===== config.mk =====
export PLATFORM = sky130hd
export DESIGN_NAME = rr_arbiter_n
export DESIGN_NICKNAME = d
export VERILOG_FILES = /design/src/rtl/rr_arbiter_n.sv
export SDC_FILE = /design/constraint.sdc
export NUM_CORES = 1
export LEC_CHECK = 0
export ABC_AREA = 1
export BUFFER_PORTS_ARGS = -buffer_cell sky130_fd_sc_hd__buf_2
export CAP_MARGIN = 0
export CORE_ASPECT_RATIO = 1.1
export CORE_MARGIN = 3
export CORE_UTILIZATION = 55
export DETAILED_ROUTE_END_ITERATION = 8
export PLACE_DENSITY = 0.77
export SLEW_MARGIN = 10
export SYNTH_ARGS = -nofsm -noshare
export SYNTH_HDL_FRONTEND = slang
export SYNTH_SLANG_ARGS = --single-unit

===== constraint.sdc =====
create_clock -name clk -period 4.79 [get_ports clk]
set_input_delay 0.958 -clock clk [delete_from_list [all_inputs] [get_ports clk]]
set_output_delay 0.958 -clock clk [all_outputs]
set_load 0.01 [all_outputs]

===== src/rtl/rr_arbiter_n.sv =====
// rr_arbiter_n: N-input round-robin output-port arbiter for one NoC router output.
// Grants one input per flit on the downstream RTS/DCTS link and drives the crossbar select.
// Optional packet locking is enabled by defining ARB_PKT_LOCK_EN (adds the tail port).
//
// Ports:
//   clk       clock, rising edge
//   rst       asynchronous reset, active-low
//   req       per-input request, held until the matching grant
//   dcts      downstream clear-to-send
//   tail      tail-flit marker qualified by grant (ARB_PKT_LOCK_EN only)
//   grant     one-hot flit-transfer pulse = onehot(owner) & {rts & dcts}
//   xbar_sel  one-hot crossbar select for the owner, 0 in IDLE (registered)
//   rts       request-to-send (registered)
module rr_arbiter_n #(
  parameter int unsigned NUM_PORTS = 5,
  parameter bit          STICKY    = 1'b1
) (
  input  logic                 clk,
  input  logic                 rst,
  input  logic [NUM_PORTS-1:0] req,
  input  logic                 dcts,
`ifdef ARB_PKT_LOCK_EN
  input  logic [NUM_PORTS-1:0] tail,
`endif
  output logic [NUM_PORTS-1:0] grant,
  output logic [NUM_PORTS-1:0] xbar_sel,
  output logic                 rts
);

  localparam int unsigned PW = $clog2(NUM_PORTS);
  // One extra bit so ptr + offset (< 2*NUM_PORTS) never overflows before the wrap.
  localparam int unsigned SW = PW + 1;

  typedef enum logic [1:0] {
    ST_IDLE   = 2'd0,
    ST_ACTIVE = 2'd1,
    ST_GAP    = 2'd2
  } state_e;

  state_e               state_q, state_d;
  logic [PW-1:0]        owner_q, owner_d;
  logic [PW-1:0]        ptr_q, ptr_d;
  logic                 rts_q, rts_d;
  logic [NUM_PORTS-1:0] xbar_sel_q, xbar_sel_d;
`ifdef ARB_PKT_LOCK_EN
  logic                 locked_q, locked_d;
`endif

  logic [PW-1:0]        scan_idx;
  logic                 scan_found;
  logic [SW-1:0]        scan_sum;
  logic [PW-1:0]        winner;
  logic                 xfer;

  // Round-robin scan starting at ptr+1 with explicit wrap, so indices >= NUM_PORTS never occur.
  always_comb begin
    scan_found = 1'b0;
    scan_idx   = '0;
    scan_sum   = '0;
    for (int unsigned i = 1; i <= NUM_PORTS; i++) begin
      scan_sum = SW'(ptr_q) + SW'(i);
      if (scan_sum >= SW'(NUM_PORTS)) begin
        scan_sum = scan_sum - SW'(NUM_PORTS);
      end
      if (!scan_found && req[PW'(scan_sum)]) begin
        scan_found = 1'b1;
        scan_idx   = PW'(scan_sum);
      end
    end
  end

  // Sticky mode lets the current owner keep the port while it still requests.
  always_comb begin
    winner = scan_idx;
    if (STICKY && req[owner_q]) begin
      winner = owner_q;
    end
  end

  // A flit moves only in ACTIVE (rts high) with dcts; xbar_sel holds onehot(owner) there.
  assign xfer     = rts_q & dcts;
  assign grant    = xbar_sel_q & {NUM_PORTS{xfer}};
  assign xbar_sel = xbar_sel_q;
  assign rts      = rts_q;

  // Next-state and registered-output logic.
  always_comb begin
    state_d = state_q;
    owner_d = owner_q;
    ptr_d   = ptr_q;
`ifdef ARB_PKT_LOCK_EN
    locked_d = locked_q;
`endif
    rts_d      = 1'b0;
    xbar_sel_d = '0;

    case (state_q)
      ST_IDLE: begin
        if (|req) begin
          owner_d = winner;
          state_d = ST_ACTIVE;
        end
      end
      ST_ACTIVE: begin
        if (dcts) begin
          ptr_d   = owner_q;
          state_d = ST_GAP;
`ifdef ARB_PKT_LOCK_EN
          locked_d = ~tail[owner_q];
`endif
        end
      end
      ST_GAP: begin
`ifdef ARB_PKT_LOCK_EN
        if (locked_q) begin
          // Mid-packet: only the owner may continue; wait in GAP until it requests again.
          if (req[owner_q]) begin
            state_d = ST_ACTIVE;
          end
        end else if (|req) begin
          owner_d = winner;
          state_d = ST_ACTIVE;
        end else begin
          state_d = ST_IDLE;
        end
`else
        if (|req) begin
          owner_d = winner;
          state_d = ST_ACTIVE;
        end else begin
          state_d = ST_IDLE;
        end
`endif
      end
      default: begin
        state_d = ST_IDLE;
      end
    endcase

    rts_d = (state_d == ST_ACTIVE);
    if (state_d != ST_IDLE) begin
      xbar_sel_d[owner_d] = 1'b1;
    end
  end

  // State and output registers; reset clears all outputs immediately.
  always_ff @(posedge clk or negedge rst) begin
    if (!rst) begin
      state_q    <= ST_IDLE;
      owner_q    <= '0;
      ptr_q      <= PW'(NUM_PORTS - 1);
      rts_q      <= 1'b0;
      xbar_sel_q <= '0;
`ifdef ARB_PKT_LOCK_EN
      locked_q   <= 1'b0;
`endif
    end else begin
      state_q    <= state_d;
      owner_q    <= owner_d;
      ptr_q      <= ptr_d;
      rts_q      <= rts_d;
      xbar_sel_q <= xbar_sel_d;
`ifdef ARB_PKT_LOCK_EN
      locked_q   <= locked_d;
`endif
    end
  end

endmodule


* Word level (Yosys, flattened, before mapping)
Index checks and enable logic that the tools add are counted.
Widths: inputs -> output; s select.
** Word-level totals
- Register bits :: 14
- Input port bits :: 8
- Logic and storage cells :: 83
** Cells by class
- Add/sub/neg operators :: 10
- Order comparisons :: 13
- Equality and inequality tests :: 3
- Multiplexer cells :: 36
- Bitwise gates (word level) :: 2
- Reductions and logical operators :: 14
** Operators with widths (count)
- $mux 3 :: 13
- $lt 3x4->1 const B :: 7
- $ge 4x3->1 const B :: 5
- $bmux 1 s3 :: 6
- $sub 3x3->3 const B :: 5
- $mux 1 :: 12
- $add 3x2->4 const B :: 2
- $add 3x3->4 const B :: 2
- $pmux 2 s3 :: 1
- $and 5x5->5 :: 1
- $logic_and 1x1->1 :: 5
- $mux 5 :: 1
- $reduce_or 5->1 :: 1
- $add 3x1->4 const B :: 1
- $eq 2x1->1 const B :: 2
- $logic_not 1->1 :: 4
- $mux 2 :: 2
- $demux 1 s3 :: 1
- $ge 3x1->1 const B :: 1
- $eq 2x2->1 const B :: 1
- $logic_not 2->1 :: 1
- $reduce_and 2->1 :: 1
- $reduce_bool 2->1 :: 1
- $reduce_or 2->1 :: 1
- $and 1x1->1 :: 1

* Longest topological paths before layout
- Depth after elaboration :: 26
- Mapped depth :: 23
- Gate-level depth less buffers :: 22

* Least setup slack after synthesis
No wires, ideal clock.
- Path type :: reg-to-reg
- Start :: reg ptr_q[0]
- End :: reg xbar_sel_q[1] (netlist: xbar_sel[1])
- Library setup time :: 116 ps
- Data arrival time :: 2524 ps
- Setup slack :: 2150 ps
- Stages on the path, launching flop included :: 24
- Clock period less this slack :: 2640 ps
- Path through :: dfrtp_1 > buf_6 > inv_6 > ha_1 > inv_1 > fa_1 > inv_2 > nand2_4 > nand2_1 > nand2_1 > nand2_1 > nand3_1 > nand2_1 > nand2_1 > nand2_2 > nand2_4 > nor2_8 > nand3_4 > o21ai_2 > inv_2 > nand2_2 > nand2_2 > nand2_1 > nor2_1
** Between the ends
- Longest elaborated chain between the ends :: 26
- Elaborated cells between the ends (all ways) :: 56
** RTL lines
- start, declared :: RTL line 42 : logic [PW-1:0] ptr_q, ptr_d;
- start signal, assigned :: RTL line 151 : ptr_q <= PW'(NUM_PORTS - 1);
- start signal, assigned :: RTL line 160 : ptr_q <= ptr_d;
- $add 3x1->4 :: RTL line 61 : scan_sum = SW'(ptr_q) + SW'(i);
- $ge 4x3->1 / $sub 3x3->3 (equally long branches) :: RTL line 62, 63
- $mux 3 :: RTL line 62 : if (scan_sum >= SW'(NUM_PORTS)) begin
- $bmux 1 s3 :: RTL line 65 : if (!scan_found && req[PW'(scan_sum)]) begin
- $mux 1 (implied by the code) :: RTL line 65
- $mux 1 :: RTL line 65
- $logic_not 1->1 :: RTL line 65
- $logic_and 1x1->1 :: RTL line 65
- [... 12 more ...]
- $mux 3 *
- named net owner_d[0] :: RTL line 41 : logic [PW-1:0] owner_q, owner_d;
- $lt 3x4->1 (implied by the code) / $ge 3x1->1 (equally long branches) :: RTL line 142 : xbar_sel_d[owner_d] = 1'b1;
- $logic_and 1x1->1 (implied by the code) :: RTL line 142
- $mux 1 (implied by the code) :: RTL line 142
- $demux 1 s3 * :: RTL line 142
- $mux 5 * :: RTL line 141 : if (state_d != ST_IDLE) begin
- named net xbar_sel_d[1] :: RTL line 44 : logic [NUM_PORTS-1:0] xbar_sel_q, xbar_sel_d;
- end signal, assigned :: RTL line 162 : xbar_sel_q <= xbar_sel_d;
- end, declared :: RTL line 44
The timed path passes the listed nets; every way through them passes the cells marked *. The select of a mux whose other input is x is not followed.
A chain may end at the register's enable or synchronous reset.

* Worst setup path in the final report
- Start :: reg ptr_q[0]
- End :: reg xbar_sel_q[1] (netlist: xbar_sel[1])
** Between the ends
- Longest elaborated chain between the ends :: 26
- Elaborated cells between the ends (all ways) :: 56
** RTL lines (RTL line)
- $add 3x1->4 :: 61
- $ge 4x3->1 / $sub 3x3->3 (equally long branches) :: 62, 63
- $mux 3 :: 62
- $bmux 1 s3 :: 65
- $mux 1 (implied by the code) :: 65
- $mux 1 :: 65
- $logic_not 1->1 :: 65
- $logic_and 1x1->1 :: 65
- [... 11 more ...]
- $mux 3 * :: 99, 127
- $mux 3 *
- $lt 3x4->1 (implied by the code) / $ge 3x1->1 (equally long branches) :: 142
- $logic_and 1x1->1 (implied by the code) :: 142
- $mux 1 (implied by the code) :: 142
- $demux 1 s3 * :: 142
- $mux 5 * :: 141
- named net xbar_sel_d[1] :: 44
Marked as above.

==> flow_summary.ini <==
[outcome]
outcome = finished clean

[timing]
finalSetupViolCount = 0
slew_headroom = 0.4464
rsz0062_at_grt = false
fin_worst_skew_ns = 0.002326
tightestPinTransition_ns = 0.8304
slew_viol_final = 0
fin_crit_sh = 0.6790
fmax_mhz = 307.5
setup-tns-final_ns = 0
period_minus_slack_ns = 3.252
finalHoldViolations = 0

[critical_path]
crit_type = register to register
r2r-end = xbar_sel[1]
setup.worst_path.start_class = register
r2r_slack_ns = 1.54
cp.arrival_ns = 3.46
rr_startpoint = ptr_q[0]
crit_fanout = 19
required_ns = 5.00
endpoint_kind = register
r2r_cells = 19

[floorplan]
die_w_microns = 59.17
num_rows = 20
die-area_sq_mm = 0.003816
die_h_microns = 64.49
initial_core_util = 0.5943
core_area_sq_mm = 0.002878
io_pins = 19

[drt]
drt_iter0_drc = 127
routed_wl_mm = 3.959
ant_nets = 0
avgViaCountPerCell = 5.434
drc_errors = 0
wl_per_cell_microns = 12.73
dr.pass1.iters = 4
num_vias = 1690

[layout]
syn_to_final_growth_pct = 7.827
finalNetCount = 298
layout_common_cells = nand2_1, inv_1, nand3_1
drive_gt1_frac = 0.2302
final_common_cell = nand2_1
diodes = 0

[placed_design]
hpwl_mm = 3.228
gp_congestion = 0.9467
io_buffer_count = 18

[cts]
path_clk_slew_ns = 0.08
cts_sinks = 14
post_cts_buffers = 0
numCtsBuffers = 3
clk-insertion-delay-late_ns = 0.28
cts_hold_buf = 0
clockBufferDepth = 2
cts-root-buf = clkbuf_4
cts_resized = 0
h-tree-depth = 1
cts_tree = yes

[synthesis]
syn_inst = 260
synth_nets = 279
synth_warnings = 0
syn_area_per_cell_sq_um = 6.578
synth_area_sq_mm = 0.001710
ys_types = 35
ys_seq_area_frac = 0.2056
synth-seq-cells = 14

[grt]
antenna_found_initial = 0
grt_use_total = 0.2357
grt_pass1_wl_mm = 7.107
gr-total-overflow = 0
grt_pass1_vias = 1663
grt_max_degree = 20

[worst_hold_path]
hold_class = primary input to async pin

[run]
maxCapViolations = 0
==> cells by family after synthesis <==
kind of cell | after synthesis | synth area share
and+or+nand+nor | 151 | 0.4484
xor gates and xnor gates | 3 | 0.01976
DFF | 14 | 0.2056
adders and majority gates | 11 | 0.08486
buffers and inverters | 47 | 0.1170
AOI/OAI and AO/OA | 34 | 0.1244
==> cells in the mapped netlist, drive strengths merged <==
master,number,area share
a21oi,6,0.029
a41oi,1,0.0051
buf,3,0.018
clkbuf,1,0.0022
dfrtp,13,0.19
dfstp,1,0.015
fa,1,0.012
ha,10,0.073
inv,43,0.097
nand2,86,0.22
nand2b,1,0.0037
nand3,38,0.13
nand3b,2,0.0088
nand4,7,0.026
nor2,16,0.050
nor3,1,0.0029
o211ai,2,0.0088
o21ai,25,0.082
xnor2,1,0.0051
xor2,2,0.015
==> critical path: stages, from the launching register on <==
cell and delay (ns):
dfrtp_1 0.69, inv_6 0.23, ha_1 0.16, inv_1 0.06, fa_1 0.41, inv_2 0.12, nand2_4 0.08, o21ai_1 0.25
nand3_1 0.15, nand2_1 0.10, nand2_1 0.06, nand2_2 0.09, nand2_4 0.07, nor2_8 0.15, nand4_1 0.09, nand2_1 0.08
inv_2 0.04, a21oi_2 0.16, nand2_1 0.09, nor2_1 0.10
==> worst max path at each step <==
stage | from | endpoint | slack [ns] | depth (start not counted)
after floorplan | ptr_q[0] | xbar_sel[1] | 2.15 | 23
after global placement | ptr_q[0] | xbar_sel[3] | 1.65 | 20
after detailed placement | ptr_q[0] | xbar_sel[1] | 1.59 | 19
after CTS | ptr_q[0] | xbar_sel[1] | 1.58 | 19
after global routing | ptr_q[0] | xbar_sel[0] | 1.23 | 21
final | ptr_q[0] | xbar_sel[1] | 1.54 | 19
==> state kept, by name (all words and copies together), names as in the netlist <==
name / cells
ptr_q: 3
xbar_sel: 5
state_q: 2
owner_q: 3
rts: 1
==> through the flow <==
step	worst slack (ns)	utilization	hold slack, ns	std cells	instance area (sq um)
after global routing	1.234	0.6409	0.5549	311	1844
after global placement	1.652	0.6283	0.5556	307	1808
after detailed placement	1.591	0.6283	0.5606	307	1808
after CTS	1.580	0.6409	0.5475	311	1844
final	1.538	0.6409	0.5498	311	1844
after floorplan	2.150	-	0.5174	260	1710
==> metal layers <==
| layer | share of wire | track usage | routed length [microns] |
|---|---|---|---|
| met4 | 0.030 | 0.1190 | 119 |
| met3 | 0.045 | 0.009960 | 180 |
| met5 | 0 | 0 | 0 |
| met2 | 0.49 | 0.3992 | 1956 |
| met1 | 0.43 | 0.2993 | 1703 |
==> cell type report <==
type | instances | area, sq um
clock buffer | 4 | 36.28
fill | 282 | 1033
inverter | 43 | 166.4
multi-input combinational | 199 | 1159
sequential | 14 | 351.6
tap | 33 | 41.29
timing repair buffer | 18 | 90.09
Power is not shown: default switching activity piles up to over one toggle a cycle in this logic, so the estimate is an artifact.
